### src/rtl/fetch_stage.sv
// Purpose : RV32I instruction-fetch stage; owns the PC, feeds the ROM, fills IF/ID.
// Latency : 1 cycle from pc_o to the IF/ID outputs (ROM is combinational).
// Backpr. : stall_i freezes PC, IF/ID and counter; redirect_i overrides stall.
//
// Optional feature macro: FETCH_JAL_PREDECODE_EN
//   defined   -> jal is predecoded at fetch and followed immediately
//                (ifid_pred_taken_o marks the entry so EX skips its redirect)
//   undefined -> no predecode; ifid_pred_taken_o is always 0
//
// Ports:
//   clk, rst_n         clock (rising edge) / async active-low reset
//   stall_i            hold PC and IF/ID (load-use hazard)
//   redirect_i         control-flow change from EX; flushes IF/ID
//   redirect_pc_i      redirect target (low two bits ignored)
//   pc_o               current PC to the instruction ROM
//   instr_i            ROM word for pc_o, valid in the same cycle
//   ifid_valid_o       IF/ID holds a real instruction
//   ifid_pc_o          PC of the IF/ID instruction
//   ifid_pc4_o         ifid_pc_o + 4 (link value)
//   ifid_instr_o       IF/ID instruction word
//   ifid_pred_taken_o  fetch already followed a predicted jal
//   halted_o           fetch FSM is in HALT
//   fetch_count_o      count of valid entries loaded into IF/ID
module fetch_stage #(
   parameter logic [31:0] RESET_PC     = 32'h0000_0000,
   parameter logic [31:0] NOP_INSTR    = 32'h0000_0013,
   parameter bit          HALT_ON_ZERO = 1'b1
) (
   input  logic        clk,
   input  logic        rst_n,
   input  logic        stall_i,
   input  logic        redirect_i,
   input  logic [31:0] redirect_pc_i,
   output logic [31:0] pc_o,
   input  logic [31:0] instr_i,
   output logic        ifid_valid_o,
   output logic [31:0] ifid_pc_o,
   output logic [31:0] ifid_pc4_o,
   output logic [31:0] ifid_instr_o,
   output logic        ifid_pred_taken_o,
   output logic        halted_o,
   output logic [31:0] fetch_count_o
);

   typedef enum logic [0:0] {
      ST_RUN  = 1'b0,
      ST_HALT = 1'b1
   } state_t;

   state_t      state;
   logic [31:0] pc;
   logic [31:0] pc_seq;
   logic [31:0] redirect_target;
   logic        zero_halt;
   logic        jal_take;
   logic [31:0] jal_target;
   logic [31:0] pc_next_fetch;

   // Sequential successor; 32-bit add wraps 0xFFFFFFFC to 0 naturally.
   assign pc_seq = pc + 32'd4;

   // PC is kept word aligned at all times.
   assign redirect_target = {redirect_pc_i[31:2], 2'b00};

   // All-zero word marks the end of the ROM image.
   assign zero_halt = HALT_ON_ZERO && (instr_i == 32'h0000_0000);

`ifdef FETCH_JAL_PREDECODE_EN
   logic [31:0] j_imm;

   // J-type immediate: imm[20|10:1|11|19:12], bit 0 implicitly zero.
   assign j_imm      = {{12{instr_i[31]}}, instr_i[19:12], instr_i[20],
                        instr_i[30:21], 1'b0};
   assign jal_take   = (instr_i[6:0] == 7'b1101111);
   // A half-word-aligned target is not reachable without the C extension;
   // masking keeps the PC invariant and leaves the fault to later stages.
   assign jal_target = (pc + j_imm) & 32'hFFFF_FFFC;
`else
   assign jal_take   = 1'b0;
   assign jal_target = pc_seq;
`endif

   assign pc_next_fetch = jal_take ? jal_target : pc_seq;

   always_ff @(posedge clk or negedge rst_n) begin
      if (!rst_n) begin
         state             <= ST_RUN;
         pc                <= RESET_PC;
         ifid_valid_o      <= 1'b0;
         ifid_pc_o         <= 32'h0000_0000;
         ifid_pc4_o        <= 32'h0000_0000;
         ifid_instr_o      <= NOP_INSTR;
         ifid_pred_taken_o <= 1'b0;
         halted_o          <= 1'b0;
         fetch_count_o     <= 32'h0000_0000;
      end else begin
         case (state)
            ST_RUN: begin
               if (redirect_i) begin
                  // Flush: the word fetched this cycle is on the wrong path.
                  // Bubble PC fields are left as they were; only valid gates use.
                  pc                <= redirect_target;
                  ifid_valid_o      <= 1'b0;
                  ifid_instr_o      <= NOP_INSTR;
                  ifid_pred_taken_o <= 1'b0;
               end else if (stall_i) begin
                  // Hold everything.
                  pc <= pc;
               end else if (zero_halt) begin
                  ifid_valid_o      <= 1'b0;
                  ifid_instr_o      <= NOP_INSTR;
                  ifid_pred_taken_o <= 1'b0;
                  halted_o          <= 1'b1;
                  state             <= ST_HALT;
               end else begin
                  pc                <= pc_next_fetch;
                  ifid_valid_o      <= 1'b1;
                  ifid_pc_o         <= pc;
                  ifid_pc4_o        <= pc_seq;
                  ifid_instr_o      <= instr_i;
                  ifid_pred_taken_o <= jal_take;
                  fetch_count_o     <= fetch_count_o + 32'd1;
               end
            end

            ST_HALT: begin
               // Stall is meaningless here; only a redirect restarts fetch.
               if (redirect_i) begin
                  pc       <= redirect_target;
                  halted_o <= 1'b0;
                  state    <= ST_RUN;
               end
            end

            default: begin
               state <= ST_RUN;
            end
         endcase
      end
   end

   assign pc_o = pc;

endmodule

### config.mk
export PLATFORM = sky130hd
export DESIGN_NAME = fetch_stage
export DESIGN_NICKNAME = d
export VERILOG_FILES = /design/src/rtl/fetch_stage.sv
export SDC_FILE = /design/constraint.sdc
export NUM_CORES = 1
export LEC_CHECK = 0
export CORE_ASPECT_RATIO = 2
export CORE_MARGIN = 4
export CORE_UTILIZATION = 51
export DETAILED_ROUTE_END_ITERATION = 10
export PLACE_DENSITY = 0.9
export SLEW_MARGIN = 15
export SYNTH_ARGS = -nofsm -noshare
export SYNTH_HDL_FRONTEND = slang
export SYNTH_SLANG_ARGS = --single-unit
### constraint.sdc
create_clock -name clk -period 5.6 [get_ports clk]
set_input_delay 0.56 -clock clk [delete_from_list [all_inputs] [get_ports clk]]
set_output_delay 0.56 -clock clk [all_outputs]
set_load 0.005 [all_outputs]
Word level (Yosys, flattened, before mapping). Index checks and enable logic that the tools add are counted.

Register bits: 164. Bits of input ports: 68. Output and inout bits: 163. Logic and storage cells: 50.

Add/subtract/negate cells: 2. Equal/unequal tests: 7. Mux-type cells: 23. Bitwise logic cells: 4. Reductions and logical operators: 5.

Operators with widths (number): $mux 32 (7); $pmux 32 s2 (1); $add 32x1->32 const B (1); $add 32x3->32 const B (1); $logic_not 32->1 (1); $mux 1 (13); $ne 2x2->1 const B (4); $reduce_and 4->1 (2); $ne 3x3->1 const B (2); $not 1->1 (4); $pmux 1 s2 (2); $reduce_and 3->1 (1); $ne 2x1->1 const B (1); $reduce_and 2->1 (1).

Logic depth before layout (Yosys ltp). Gate-level depths: netlist of run 1.

Word-level depth: 5. Depth in mapped cells: 8.

Worst setup path after synthesis of run 1. No wires, ideal clock.

Path kind: in2reg. Start point: input port instr_i[17]. End point: register pc[24] (netlist: pc_o[24]). Arrival: 1947 ps. Path slack: 3532 ps. Stages on the path: 6. Cells stage by stage: nor4_1 -> nand4_1 -> o21a_1 -> or2_2 -> clkbuf_1 -> a32o_1.

Word-level cells in the longest chain between the ends: 3.

RTL lines: start, declared (RTL line 35) `input logic [31:0] instr_i,`; $logic_not 32->1 (RTL line 66) `assign zero_halt = HALT_ON_ZERO && (instr_i == 32'h0000_0000);`; $ne 3x3->1 (no source line); $reduce_and 3->1 (no source line); end signal, assigned (RTL line 102) `pc <= redirect_target;`; end signal, assigned (RTL line 108) `pc <= pc;`; end signal, assigned (RTL line 116) `pc <= pc_next_fetch;`; end, declared (RTL line 51) `logic [31:0] pc;`.

No other way between the ends. A chain may end at the register's enable or synchronous reset.

Worst setup path in the final report of run 1.
Start point: input port redirect_i. End point: register fetch_count_o[11].

Word-level cells in the longest chain between the ends: 2.

RTL lines: start, declared (RTL line 32) `input logic redirect_i,`; $not 1->1 (no source line); $reduce_and 4->1 (no source line); end signal, assigned (RTL line 122) `fetch_count_o <= fetch_count_o + 32'd1;`; end, declared (RTL line 42) `output logic [31:0] fetch_count_o`.

No other way between the ends.

==> results of run 1 <==
## sequential cells by signal, indices dropped and copies added (netlist names)
| name | flops |
|---|---|
| fetch_count_o | 32 |
| halted_o | 1 |
| ifid_pc4_o | 30 |
| ifid_valid_o | 1 |
| pc_o | 30 |
| state | 1 |
| ifid_instr_o | 32 |
| ifid_pc_o | 30 |
## worst paths after layout
check                      slack, ns                end          from  depth (start not counted)
min                             0.23      ifid_pc_o[31]         rst_n                          1
min in group clk                0.48       ifid_pc_o[3]  ifid_pc_o[3]                          2
max reg2reg                     3.04  fetch_count_o[11]         state                          6
min reg2reg                     0.48       ifid_pc_o[3]  ifid_pc_o[3]                          2
max in group asynchronous       4.08   ifid_instr_o[23]         rst_n                          2
max                             2.66  fetch_count_o[11]    redirect_i                          8
## cell families after synthesis
| group | share of synthesized area, % |
|---|---|
| buffers and inverters | 5.04 |
| adders and majority gates | 0.335 |
| xor gates and xnor gates | 7.03 |
| and+or+nand+nor | 19.7 |
| muxes | 0.151 |
| DFF | 52.6 |
| AOI/OAI and AO/OA | 15.1 |
| other | 0.0502 |
## area by class of cell
class,instances,area (sq um)
Fill cell,1014,4010
Multi-Input combinational cell,528,3210
Clock buffer,21,470
Sequential cell,157,3930
Clock inverter,10,163
Tap cell,192,240
Timing Repair Buffer,228,2280
Inverter,13,48.8
## cells in the final DEF (no fill, tap or decap), types with 7 or more instances in the layout
cell type,n
nand3_1,27
xnor2_1,24
o22a_1,9
o2bb2a_1,9
clkbuf_16,17
nor4_1,26
xor2_1,36
nor3_1,12
o22ai_1,17
nor2_1,29
nand4_1,20
o21ai_0,40
inv_1,13
a2bb2oi_1,17
and3_1,10
a22o_1,29
nand2_1,159
clkdlybuf4s50_1,220
dfrtp_1,154
conb_1,7
## worst register-to-register path, stage by stage, from the launching register on
cell and delay (ns):
dfrtp_1 0.46, or2_2 0.52, nor2_1 0.29, o21ai_4 0.23, buf_12 0.28, nor4_1 0.50
xor2_1 0.19
## report_power, final
group	total (mW)	switching, mW	internal [mW]
registers	1.45	0.165	1.28
logic	0.721	0.306	0.416
clock network	1.24	0.457	0.779
## per-stage QoR
stage	hold slack [ns]	total power [mW]	cell area, sq um	util, %	setup slack (ns)
floorplan	0.264	1.72	7500	-	3.53
global placement	0.457	2.16	9710	67.6	2.36
detailed placement	0.462	2.18	9710	67.6	2.29
CTS	0.290	3.43	10300	72.0	2.71
global route	0.319	3.56	10300	72.0	2.56
finish	0.230	3.40	10300	72.0	2.66
## routing by layer
metal | track usage, % | vias to the layer above | wire (um)
met4 | 15.9 | 0 | 1270
met3 | 5.54 | 64 | 1350
met1 | 30.6 | 3228 | 8130
met5 | 0 | - | 0
met2 | 46.1 | 286 | 11600
li1 | - | 3055 | -
==> run_results.csv, run 1 <==
group,metric,value,unit
cts,postCtsHoldBufs,0,
pwr,leakagePower,4.43,nW
detailed_routing,drc,0,
synth,netlist_instances,756,
sta,finalSetupViolCount,0,
place,gp_congestion,0.836,
detailed_routing,vias,6633,
die,initial_core_util,52.1,%
setup_path,end_kind,"register",
setup_path,path_cells,"clkdlybuf4s50_1, buf_4, or2_2, nor2_1, o21ai_4, buf_12, nor4_1, xor2_1",
setup_path,cpLargestDelayFamily,"simple AND/OR/NAND/NOR gates",
sta,fmax,340,MHz
flow_run,drv_cap,0,
finish,drive_gt1_share,5.96,%
die,dieHeight,179,um
die,core_area,14400,sq um
synth,synth_top_area_cell,"dfrtp_1",
sta,fin_crit,2.94,ns
detailed_routing,via_per_inst,5.77,
synth,ys.flop_type,"dfrtp_1",
sta,fin_skew,0.0124,ns
die,num_rows,62,
cts,h-tree-depth,4,
detailed_routing,firstDrtPassIters,5,
sta,fin_setup_tns,0,ns
place,place_inst,1118,
sta,worstMarginPinSlew,0.984,ns
global_route,gr-usage-all-layers,26.9,%
synth,synthArstFlopShare,100,%
sta,rsz0062_at_grt,"no",
sta,finalCritPeriodShare,52.5,%
die,fp.dieW,93.6,um
cts,numCtsBuffers,17,
setup_path,start_kind,"input port",
cts,clk_pin_slew_worst_paths,0.06,ns
pwr,ir_worst_vdd,0.252,mV
finish,area_delta_synth_final,38.3,%
synth,synth_most_common_cell,"nand2_1",
cts,cts_setup_buffers,0,
global_route,grt_overflow_total,0,
setup_path,slowest_delay,0.55,ns
synth,netlist.area_leader.share,51.5,%
cts,root_buffer,"clkbuf_16",
cts,clk_latency,0.42,ns
setup_path,cp_slowest_cell,"or2_2",
cts,clockBufferDepth,2,
finish,final_cells,1149,
synth,synth_edf_count,0,
synth,syn_area_per_cell,9.89,sq um
place,port_buffers,221,
global_route,antenna_found_initial,0,
synth,synth_area_leaders,"dfrtp_1, nand2_1, xor2_1",
synth,syn_area,7480,sq um
detailed_routing,finalWirelength,22.3,mm
sta,timing.slew.headroom,34.4,%
synth,synth_commonest_cells,"nand2_1, dfrtp_1, o21ai_0",
synth,yosys_warnings,0,
detailed_routing,drt_first_iter_violations,320,
die,num_io_pins,231,
finish,antenna_cells,0,
pwr,p_per_area,329,nW/um^2
global_route,grt_pass1_wl,34.8,mm
setup_path,path_buf_inv,3,
sta,report.final.slew_viol_count,0,
detailed_routing,postRouteAntennaNets,0,
status,status,"finished, final reports clean",
global_route,grt_pass1_vias,6553,
setup_path,cp.required,5.94,ns
setup_path,critPathArrivalTime,3.28,ns
finish,fin_nets,1015,
cts,cts_tree,"built",
detailed_routing,wl_per_cell,19.4,um
synth,ys_types,51,
cts,cts.sinks,157,
global_route,grt_start_max_net_pins,105,
setup_path,cp_max_fo,104,
place,hpwl,15.6,mm
setup_path,path_class,"in2reg",
synth,ys_seq_area_share,52.6,%
cts,postCtsResizedCells,0,
die,fp.dieArea,16800,sq um
synth,synth_seq_cells,157,
worst_hold_path,hold_class,"in2async",
sta,hold_viol_final,0,
Power figures use the tool's default switching activity.
==> run 2, diff against run 1 <==
--- a/config.mk
+++ b/config.mk
@@ -7,9 +7,9 @@
 export LEC_CHECK = 0
 export CORE_ASPECT_RATIO = 2
 export CORE_MARGIN = 4
-export CORE_UTILIZATION = 51
+export CORE_UTILIZATION = 43
 export DETAILED_ROUTE_END_ITERATION = 10
-export PLACE_DENSITY = 0.9
+export PLACE_DENSITY = 0.82
 export SLEW_MARGIN = 15
 export SYNTH_ARGS = -nofsm -noshare
 export SYNTH_HDL_FRONTEND = slang
==> constraint.sdc (replaced) <==
create_clock -name clk -period 2.6 [get_ports clk]
set_input_delay 0.26 -clock clk [delete_from_list [all_inputs] [get_ports clk]]
set_output_delay 0.26 -clock clk [all_outputs]
set_load 0.005 [all_outputs]
==> run 2 against run 1 <==
Against the previous run:
- setup slack worse by 2.3 ns
- sequential cell count stayed put
- largest power group unchanged
- register-to-register slack worse by 2.6 ns
- clock-buffer cell count stayed put
==> run_results.csv, run 2 (synthesized netlist as in run 1, its figures left out) <==
group,metric,value,unit
sta,fin_setup_tns,0,ns
cts,postCtsHoldBufs,1,
sta,fin_skew,0.0116,ns
detailed_routing,drt_first_iter_violations,277,
cts,numCtsBuffers,17,
detailed_routing,vias,6605,
flow_run,drv_cap,0,
cts,cts_tree,"built",
status,status,"finished, final reports clean",
setup_path,critPathArrivalTime,2.52,ns
die,dieHeight,194,um
finish,top_regs,"fetch_count_o (32), ifid_instr_o (32)",
place,gp_congestion,0.888,
global_route,grt_overflow_total,0,
pwr,ir_worst_vdd,0.369,mV
pwr,p_per_area,679,nW/um^2
die,num_rows,68,
place,hpwl,16.8,mm
detailed_routing,drc,0,
cts,h-tree-depth,4,
setup_path,cp_slowest_cell,"dfrtp_1",
cts,root_buffer,"clkbuf_16",
finish,area_delta_synth_final,41.8,%
setup_path,cpLargestDelayFamily,"simple AND/OR/NAND/NOR gates",
finish,drive_gt1_share,8.62,%
finish,fin_nets,1043,
sta,fmax,453,MHz
sta,worstMarginPinSlew,1.02,ns
setup_path,r2r_start,"pc_o[16]",
setup_path,path_cells,"nand4_4, nor4_4, nand4_1, o22ai_1, o2bb2a_1",
finish,final_cell_mix,"clkdlybuf4s50_1, nand2_1, dfrtp_1, o21ai_0, xor2_1",
global_route,grt_start_max_net_pins,65,
place,port_buffers,221,
setup_path,path_buf_inv,0,
finish,final_common_cell,"clkdlybuf4s50_1",
cts,cts.sinks,157,
global_route,grt_pass1_wl,36.8,mm
global_route,gr-usage-all-layers,24.0,%
detailed_routing,postRouteAntennaNets,0,
sta,finalCritPeriodShare,84.9,%
sta,fin_crit,2.21,ns
detailed_routing,via_per_inst,5.52,
setup_path,r2r_slack,0.39,ns
pwr,leakagePower,4.58,nW
setup_path,cp.required,2.91,ns
sta,report.final.slew_viol_count,0,
global_route,grt-busiest-layer,"met2",
setup_path,cp_max_fo,9,
setup_path,reg2reg_depth,5,
global_route,gr-usage-met2,41.0,%
sta,rsz0062_at_grt,"no",
die,num_io_pins,231,
detailed_routing,firstDrtPassIters,4,
global_route,grt_pass1_vias,6842,
detailed_routing,wl_per_cell,19.3,um
die,fp.dieArea,19700,sq um
global_route,grt_use_met3,5.17,%
sta,finalSetupViolCount,0,
cts,postCtsResizedCells,0,
global_route,grt_util_met1,26.7,%
place,place_inst,1163,
cts,clk_latency,0.43,ns
setup_path,end_kind,"register",
detailed_routing,finalWirelength,23.1,mm
setup_path,r2r-end,"pc_o[31]",
die,initial_core_util,43.5,%
sta,timing.slew.headroom,32.0,%
setup_path,start_kind,"register",
global_route,antenna_found_initial,1,
die,core_area,17200,sq um
die,fp.dieW,101,um
cts,clk_pin_slew_worst_paths,0.07,ns
setup_path,path_class,"reg2reg",
setup_path,slowest_delay,0.57,ns
cts,clockBufferDepth,2,
cts,cts_setup_buffers,0,
finish,final_cells,1197,
worst_hold_path,hold_class,"in2async",
sta,hold_viol_final,0,
[run 2: changes by cell type in the layout (fill, tap and decap cells not counted)]
cell,delta
buf_4,+21
buf_12,+6
clkinv_4,+6
bufinv_16,-3
clkinvlp_4,-3
diode_2,+1
dlygate4sd3_1,+1
inv_6,+1
[run 2: per-stage QoR]
step                total power [mW]  worst slack (ns)  hold slack (ns)  util, %  cell area, sq um
finish                          7.20             0.391            0.385     61.7             10600
global route                    7.56             0.284            0.413     61.7             10600
CTS                             7.26             0.379            0.388     61.7             10600
detailed placement              4.80            0.0440            0.289     58.2             10000
global placement                4.76            0.0797            0.295     58.2             10000
floorplan                       3.71             0.700          -0.0356        -              7500
[run 2: how the worst max path moves through the flow]
stage | to | cells after the start | slack, ns | start
2_1_floorplan | pc_o[23] | 6 | 0.70 | pc_o[13]
3_3_place_gp | pc_o[24] | 6 | 0.08 | instr_i[25]
3_5_place_dp | pc_o[12] | 6 | 0.04 | instr_i[25]
4_1_cts | pc_o[31] | 5 | 0.38 | pc_o[16]
5_1_grt | pc_o[31] | 5 | 0.28 | pc_o[16]
6_report | pc_o[31] | 5 | 0.39 | pc_o[16]
[run 2: metal layers]
metal,vias up,wire length (um)
met5,-,0
met4,0,1350
met3,72,1240
met2,261,12100
met1,3168,8450
li1,3104,-
[run 2: layout make-up]
cell class                      instances  area [sq um]
Timing Repair Buffer                  256          2570
Clock inverter                         11           111
Clock buffer                           21           470
Antenna cell                            1          2.50
Tap cell                              210           263
Multi-Input combinational cell        528          3210
Inverter                               13          48.8
Sequential cell                       157          3930
Fill cell                            1397          6590
[run 2: power by group]
part	internal, mW	leakage, nW	switching [mW]
Combinational	0.959	2.37	0.727
Clock	1.40	0.280	1.04
Sequential	2.76	1.93	0.306
[run 2: worst reg2reg max path, stage by stage (launching register included)]
cell	delay, ns
dfrtp_1	0.57
nand4_4	0.19
nor4_4	0.54
nand4_1	0.34
o22ai_1	0.21
o2bb2a_1	0.24
==> run 3, diff against run 2 <==
==> constraint.sdc (replaced) <==
create_clock -name clk -period 2 [get_ports clk]
set_input_delay 0.2 -clock clk [delete_from_list [all_inputs] [get_ports clk]]
set_output_delay 0.2 -clock clk [all_outputs]
set_load 0.005 [all_outputs]
==> run 3 against run 2 <==
Against the previous run:
- register-to-register slack got worse by 0.34 ns
- critical path depth rose by 1
- routed wire length rose by 3.8%
- clock-buffer cell count fell by 4
- sequential power rose by 28%
- largest cell class unchanged
- highest routed layer unchanged
==> run_results.csv, run 3 (synthesized netlist as in run 1, its figures left out) <==
group,metric,value,unit
cts,cts.sinks,157,
setup_path,cp.required,2.34,ns
finish,fin_nets,1095,
place,pre_cts_ws,-0.430,ns
sta,finalCritPeriodShare,97.3,%
cts,numCtsBuffers,17,
global_route,grt_start_max_net_pins,76,
setup_path,reg2reg_depth,6,
flow_run,drv_cap,0,
global_route,grt_pass1_wl,37.8,mm
detailed_routing,via_per_inst,5.50,
detailed_routing,top_layer,"met4",
detailed_routing,vias,6866,
detailed_routing,wl_met2,12.7,mm
die,num_rows,68,
detailed_routing,finalWirelength,24.0,mm
setup_path,slowest_delay,0.42,ns
finish,area_delta_synth_final,47.4,%
pwr,switching_share,29.8,%
global_route,grt_pass1_vias,7057,
setup_path,cp_common_cell,"nand4_1",
setup_path,end_kind,"register",
finish,finalInstanceArea,11000,sq um
detailed_routing,wl_met3,1.15,mm
cts,cts_setup_buffers,0,
place,hpwl,17.6,mm
sta,finalSetupViolCount,0,
detailed_routing,postRouteAntennaNets,0,
detailed_routing,drc,0,
die,core_area,17200,sq um
cts,clockBufferDepth,2,
setup_path,cp_max_fo,9,
sta,hold_viol_final,0,
finish,final_cell_mix,"clkdlybuf4s50_1, nand2_1, dfrtp_1, buf_4, o21ai_0",
finish,fillCellCount,1395,
die,fp.dieArea,19700,sq um
setup_path,critPathArrivalTime,2.29,ns
finish,regArea,3930,sq um
cts,cts_tree,"built",
detailed_routing,met1_length,8.71,mm
status,status,"finished, final reports clean",
die,num_io_pins,231,
global_route,grt_overflow_total,0,
finish,final_common_cell,"clkdlybuf4s50_1",
place,placed_cell_area,10400,sq um
setup_path,r2r_slack,0.05,ns
global_route,gr-usage-all-layers,24.5,%
cts,h-tree-depth,4,
global_route,antenna_found_initial,1,
setup_path,r2r-end,"fetch_count_o[31]",
die,initial_core_util,43.5,%
pwr,switchingPower,2.78,mW
cts,clk_latency,0.43,ns
worst_hold_path,hold_class,"in2async",
detailed_routing,firstDrtPassIters,5,
setup_path,path_class,"reg2reg",
pwr,power.internal,6.55,mW
setup_path,start_kind,"register",
setup_path,path_cells,"nand4_1, nor4_2, nand4_1, buf_4, nor4_1, xor2_1",
die,fp.dieW,101,um
detailed_routing,drt_first_iter_violations,243,
pwr,leakagePower,4.83,nW
setup_path,cp_slowest_cell,"dfrtp_1",
pwr,sequentialPowerShare,42.2,%
pwr,power_frac_comb,25.7,%
cts,root_buffer,"clkbuf_16",
cts,clk_pin_slew_worst_paths,0.06,ns
pwr,clkPwrFrac,32.1,%
place,gp_congestion,0.865,
sta,fmax,514,MHz
finish,multiInputGateArea,3240,sq um
finish,drive_gt1_share,13.8,%
finish,top_regs,"fetch_count_o (32), ifid_instr_o (32)",
pwr,ir_worst_vdd,0.522,mV
pwr,p_per_area,846,nW/um^2
detailed_routing,wl_per_cell,19.2,um
die,dieHeight,194,um
setup_path,r2r_start,"fetch_count_o[11]",
sta,fin_setup_tns,0,ns
sta,fin_skew,0.00940,ns
place,port_buffers,221,
sta,fin_ws,0.0543,ns
sta,report.final.slew_viol_count,0,
sta,fin_crit,1.95,ns
run 3: worst max-delay path by stage:
stage | slack (ns) | cells past startpoint | startpoint | end
final | 0.05 | 6 | fetch_count_o[11] | fetch_count_o[31]
after global routing | -0.06 | 6 | fetch_count_o[16] | fetch_count_o[31]
after CTS | 0.01 | 6 | instr_i[25] | pc_o[21]
after detailed placement | -0.43 | 6 | instr_i[25] | pc_o[12]
after global placement | -0.39 | 6 | instr_i[25] | pc_o[24]
after floorplan | 0.10 | 6 | pc_o[13] | pc_o[23]
run 3: metrics by stage:
step	util [%]	hold slack, ns	power, mW	std cells
after floorplan	-	-0.0956	4.82	762
after global placement	60.7	0.0860	6.32	1215
after detailed placement	60.7	0.0893	6.39	1215
after CTS	63.9	0.199	9.41	1248
after global routing	64.1	0.228	9.78	1249
final	64.1	0.214	9.33	1249
run 3: layer usage:
layer | track usage (%) | vias up
met3 | 4.02 | 70
met4 | 15.1 | 0
met1 | 26.9 | 3316
li1 | - | 3204
met2 | 42.7 | 276
met5 | 0 | -
run 3: power groups by stage:
stage / clock [mW] / sequential [mW] / combinational, mW
after floorplan: 0 / 3.99 / 0.831
after global placement: 0 / 3.97 / 2.35
after detailed placement: 0 / 3.99 / 2.40
after CTS: 3.06 / 3.93 / 2.42
after global routing: 3.19 / 3.99 / 2.59
final: 2.99 / 3.93 / 2.40
run 3: layout make-up:
class | count | area share [%]
Clock inverter | 15 | 1.03
Sequential cell | 157 | 35.7
Tap cell | 210 | 2.38
Antenna cell | 1 | 0.0227
Timing Repair Buffer | 308 | 27.2
Multi-Input combinational cell | 528 | 29.4
Inverter | 13 | 0.443
Clock buffer | 17 | 3.86
run 3: critical path, delay by kind of cell (launching register included):
kind / cells / cell delay [ns]
xor gates and xnor gates: 1 / 0.18
DFF: 1 / 0.42
and+or+nand+nor: 4 / 1.08
buffers and inverters: 1 / 0.18
run 3: timing repair:
| action | in CTS | in global routing |
|---|---|---|
| endpoints found under the setup margin | 0 | 55 |
| resized for setup | 0 | 8 |
| hold buffers | 1 | 0 |
| endpoints found under the hold margin | 80 | 0 |
